### src/rtl/sync_fifo.sv
// Single-clock show-ahead FIFO with occupancy count and full/empty flags.
// Define SYNC_FIFO_ERR_FLAGS_EN to add sticky overflow/underflow outputs.
module sync_fifo #(
  parameter int unsigned WORD_WIDTH = 8,
  parameter int unsigned ADDR_WIDTH = 3
) (
  input  logic                  clk,
  input  logic                  res,
  input  logic                  push,
  input  logic                  pull,
  input  logic [WORD_WIDTH-1:0] din,
  output logic [WORD_WIDTH-1:0] dout,
  output logic                  empty,
  output logic                  full,
`ifdef SYNC_FIFO_ERR_FLAGS_EN
  output logic                  overflow,
  output logic                  underflow,
`endif
  output logic [ADDR_WIDTH:0]   count
);

  localparam int unsigned Depth = 2 ** ADDR_WIDTH;
  localparam logic [ADDR_WIDTH:0] DepthCnt = {1'b1, {ADDR_WIDTH{1'b0}}};

  logic [WORD_WIDTH-1:0] mem_q [Depth];
  logic [ADDR_WIDTH-1:0] wr_ptr_q, wr_ptr_d;
  logic [ADDR_WIDTH-1:0] rd_ptr_q, rd_ptr_d;
  logic [ADDR_WIDTH:0]   count_q, count_d;
  logic                  push_acc, pull_acc;

  assign empty = (count_q == '0);
  assign full  = (count_q == DepthCnt);
  assign count = count_q;
  assign dout  = mem_q[rd_ptr_q];

  // A push into a full FIFO is still legal when the head is read in the same cycle.
  assign pull_acc = pull & ~empty;
  assign push_acc = push & (~full | pull_acc);

  always_comb begin
    wr_ptr_d = wr_ptr_q;
    rd_ptr_d = rd_ptr_q;
    count_d  = count_q;
    if (push_acc) wr_ptr_d = wr_ptr_q + 1'b1;
    if (pull_acc) rd_ptr_d = rd_ptr_q + 1'b1;
    unique case ({push_acc, pull_acc})
      2'b10:   count_d = count_q + 1'b1;
      2'b01:   count_d = count_q - 1'b1;
      default: count_d = count_q;
    endcase
  end

  always_ff @(posedge clk) begin
    if (!res) begin
      wr_ptr_q <= '0;
      rd_ptr_q <= '0;
      count_q  <= '0;
    end else begin
      wr_ptr_q <= wr_ptr_d;
      rd_ptr_q <= rd_ptr_d;
      count_q  <= count_d;
    end
  end

  // Storage is not reset; a write coinciding with reset is discarded.
  always_ff @(posedge clk) begin
    if (res && push_acc) begin
      mem_q[wr_ptr_q] <= din;
    end
  end

`ifdef SYNC_FIFO_ERR_FLAGS_EN
  logic overflow_q, underflow_q;

  always_ff @(posedge clk) begin
    if (!res) begin
      overflow_q  <= 1'b0;
      underflow_q <= 1'b0;
    end else begin
      overflow_q  <= overflow_q | (push & ~push_acc);
      underflow_q <= underflow_q | (pull & ~pull_acc);
    end
  end

  assign overflow  = overflow_q;
  assign underflow = underflow_q;
`endif

endmodule

### config.mk
export PLATFORM = sky130hd
export DESIGN_NAME = sync_fifo
export DESIGN_NICKNAME = d
export VERILOG_FILES = /design/src/rtl/sync_fifo.sv
export SDC_FILE = /design/constraint.sdc
export NUM_CORES = 1
export LEC_CHECK = 0
export BUFFER_PORTS_ARGS = -buffer_cell sky130_fd_sc_hd__buf_2
export CORE_AREA = 5 5 77 86
export DETAILED_ROUTE_END_ITERATION = 6
export DIE_AREA = 0 0 82 91
export PLACE_DENSITY = 0.83
export SLEW_MARGIN = 20
export SYNTH_ARGS = -nofsm -noshare
export SYNTH_HDL_FRONTEND = slang
export SYNTH_SLANG_ARGS = --single-unit
### constraint.sdc
create_clock -name clk -period 2.74 [get_ports clk]
set_clock_uncertainty 0.05 [all_clocks]
set_input_delay 0.685 -clock clk [delete_from_list [all_inputs] [get_ports clk]]
set_output_delay 0.685 -clock clk [all_outputs]
set_load 0.005 [all_outputs]
==> flow_metrics.py <==
metrics = {
    "sta": {
        "slew_viol_final": 0,
        "max_freq_mhz": 384.3,
        "setup-tns-final_ns": 0,
        "hold_viol": 0,
        "period_share": 0.9496,
        "maxSlewHeadroom": 0.4025,
        "finalSetupViolCount": 0,
        "worst-slew-pin-transition_ns": 0.8929,
        "rsz0062_at_grt": "no",
        "fin_crit_ns": 2.602,
    },
    "drt": {
        "routedWlPerCell_um": 18.54,
        "wirelength_mm": 5.618,
        "drc_errors": 0,
        "drt_iter0_markers": 158,
        "antenna_left": 0,
        "routed-via-count": 1707,
        "via_per_inst": 5.634,
        "dr.pass1.iters": 4,
    },
    "status": {
        "status": "finished, final reports clean",
    },
    "synthesis": {
        "seq_area_frac_synth": 0.6783,
        "syn_area_um2": 3217,
        "synth_async_sr_flop_share": 0,
        "synthDistinctLibCells": 40,
        "synth_top_area_frac": 0.5974,
        "yosysMostFrequentCell": "edfxtp_1",
        "synth_cells": 178,
        "synth_edf_count": 64,
        "synth_area_leaders": "edfxtp_1, mux4_1, dfxtp_1, mux4_2, mux2_2",
        "synth_flop_cell": "edfxtp_1",
        "netlist.top_cell.by_area": "edfxtp_1",
        "yosysWarnings": 0,
        "yosys_register_bits": 77,
        "yosys-top-cells-count": "edfxtp_1, dfxtp_1, nor2_1",
        "synth_nets": 195,
        "syn_area_per_cell_um2": 18.07,
    },
    "clocking": {
        "max-clock-path-buffers": 2,
        "cts_tree": "built",
        "cts_buffers": 9,
        "cts_hold_buf": 0,
        "cts-root-buf": "clkbuf_8",
        "clk_pin_slew_worst_paths_ns": 0.08,
        "insertion_delay_ns": 0.34,
        "cts_sinks": 77,
        "htree_num_levels": 3,
        "post_cts_buffers": 0,
        "cts_resized": 0,
    },
    "critical_path": {
        "required_ns": 2.01,
        "crit_path_max_fanout": 16,
        "r2r-start": "count[2]$_SDFFE_PN0P_",
        "cp_top_family": "multiplexers",
        "path_buf_inv": 2,
        "max_stage_delay_ns": 0.57,
        "cp.arrival_ns": 1.87,
        "cp-start-kind": "flip-flop",
        "cp_slowest_cell": "mux4_1",
        "crit_chain": "buf_12, mux4_1, mux2_2, buf_2",
        "critPathCaptureType": "primary output",
        "crit_type": "flip-flop to primary output",
    },
    "place": {
        "dpl.hpwl_mm": 3.701,
        "gp_congestion": 0.8745,
        "numPortBuffers": 25,
    },
    "grt": {
        "grt_use_total": 0.1689,
        "grt_pass1_vias": 1727,
        "antenna_found_initial": 0,
        "grt_first_pass_wirelength_mm": 8.942,
        "grt-ovfl-total": 0,
        "grt_max_degree": 17,
    },
    "finish": {
        "antennaDiodeCount": 0,
        "nFillCells": 402,
        "multiInputGateArea_um2": 949.7,
        "final_util": 0.6538,
        "area_growth_pct": 15.05,
        "nets": 238,
        "regArea_um2": 2182,
        "drive_gt1_frac": 0.3319,
    },
    "floorplanning": {
        "coreArea_um2": 5660,
        "die_w_um": 82,
        "io_pins": 26,
        "start_util": 0.5683,
        "rows": 29,
        "dieArea_um2": 7462,
        "die_h_um": 91,
    },
    "power": {
        "clkPwrFrac": 0.265,
        "p_comb_frac": 0.295,
        "peakVddDrop_mv": 0.6113,
        "power_switching_mw": 0.8977,
        "powerDensity_nw_per_um2": 851.4,
        "p_leak_nw": 1.307,
        "internal_power_mw": 2.253,
        "p_sw_frac": 0.2849,
        "seqPwrFrac": 0.441,
    },
    "job": {
        "max_cap_violations": 0,
    },
    "min_path": {
        "min_from": "rd_ptr_q[2]$_SDFFE_PN0N_",
        "hold_class": "flip-flop to flip-flop",
    },
}
==> cell type report <==
type	count	area share
repair buffers	41	0.06964
clock inverters	7	0.01961
multi-input cells	87	0.2566
clock buffers	9	0.03347
well taps	77	0.02603
flip-flops and latches	77	0.5896
inverters	5	0.005071
==> path summary, 6_finish.rpt <==
check / endpoint / slack, ns / cells past startpoint
setup / recovery: dout[5] / 0.14 / 4
hold / removal: flip-flop / 0.49 / 2
setup reg to reg: count[3]$_SDFFE_PN0P_ / 0.17 / 9
hold reg to reg: flip-flop / 0.49 / 2
==> power groups by stage <==
stage | registers (mW) | clock network [mW] | logic (mW)
finish | 1.39 | 0.834 | 0.928
global route | 1.40 | 0.919 | 1.01
CTS | 1.39 | 0.854 | 0.941
detailed placement | 1.42 | 0 | 0.933
global placement | 1.41 | 0 | 0.914
floorplan | 1.42 | 0 | 0.663
==> kinds of logic (layout without fill, tap and decap cells) <==
| logic type | Yosys count | after routing | synth area share |
|---|---|---|---|
| compound gates | 16 | 16 | 0.04512 |
| xor+xnor | 7 | 7 | 0.01906 |
| fa+ha+maj | 5 | 5 | 0.02178 |
| buf+inv | 14 | 62 | 0.02839 |
| flops | 77 | 77 | 0.6783 |
| mux | 26 | 26 | 0.1579 |
| simple gates | 33 | 33 | 0.04939 |
==> sequential cells by signal (all words and copies together), names as in the netlist, named ones only <==
signal    flops
wr_ptr_q      3
count         4
mem_q        64
rd_ptr_q      3
==> metal layers <==
| layer | track usage | part of all wire | wire [um] |
|---|---|---|---|
| met1 | 0.2131 | 0.41 | 2288 |
| met4 | 0.06233 | 0.012 | 65 |
| met2 | 0.2756 | 0.54 | 3059 |
| met3 | 0.04752 | 0.036 | 205 |
| met5 | 0 | 0 | 0 |
==> stage by stage <==
| stage | area, um^2 | setup slack, ns | std cells | power [mW] | hold WS, ns |
|---|---|---|---|---|---|
| 6_report | 3701 | 0.1380 | 303 | 3.151 | 0.4887 |
| 5_1_grt | 3701 | 0.05437 | 303 | 3.329 | 0.5356 |
| 4_1_cts | 3701 | 0.1046 | 303 | 3.184 | 0.4910 |
| 3_5_place_dp | 3505 | 0.2096 | 287 | 2.349 | 0.4685 |
| 3_3_place_gp | 3505 | 0.2715 | 287 | 2.327 | 0.4673 |
| 2_1_floorplan | 3217 | 0.2042 | 178 | 2.086 | 0.4347 |
==> layout by cell type, fill, tap and decap left out, types with 3 or more instances in the layout <==
cell	count
nand3_1	3
buf_2	25
ha_1	4
clkbuf_8	9
nand2_1	3
buf_4	15
dfxtp_1	13
edfxtp_1	64
mux4_2	6
mux4_1	10
nor3_1	5
inv_1	4
a21oi_1	3
nor2_1	12
xnor2_1	4
mux2_2	8
xor2_1	3
==> worst min-delay path, delay by kind of cell (launching register included) <==
kind | cells | cell delay (ns)
AND/OR/NAND/NOR | 1 | 0.10
flip-flops | 1 | 0.33
XOR/XNOR | 1 | 0.07
(Power assumes the default switching activity.)
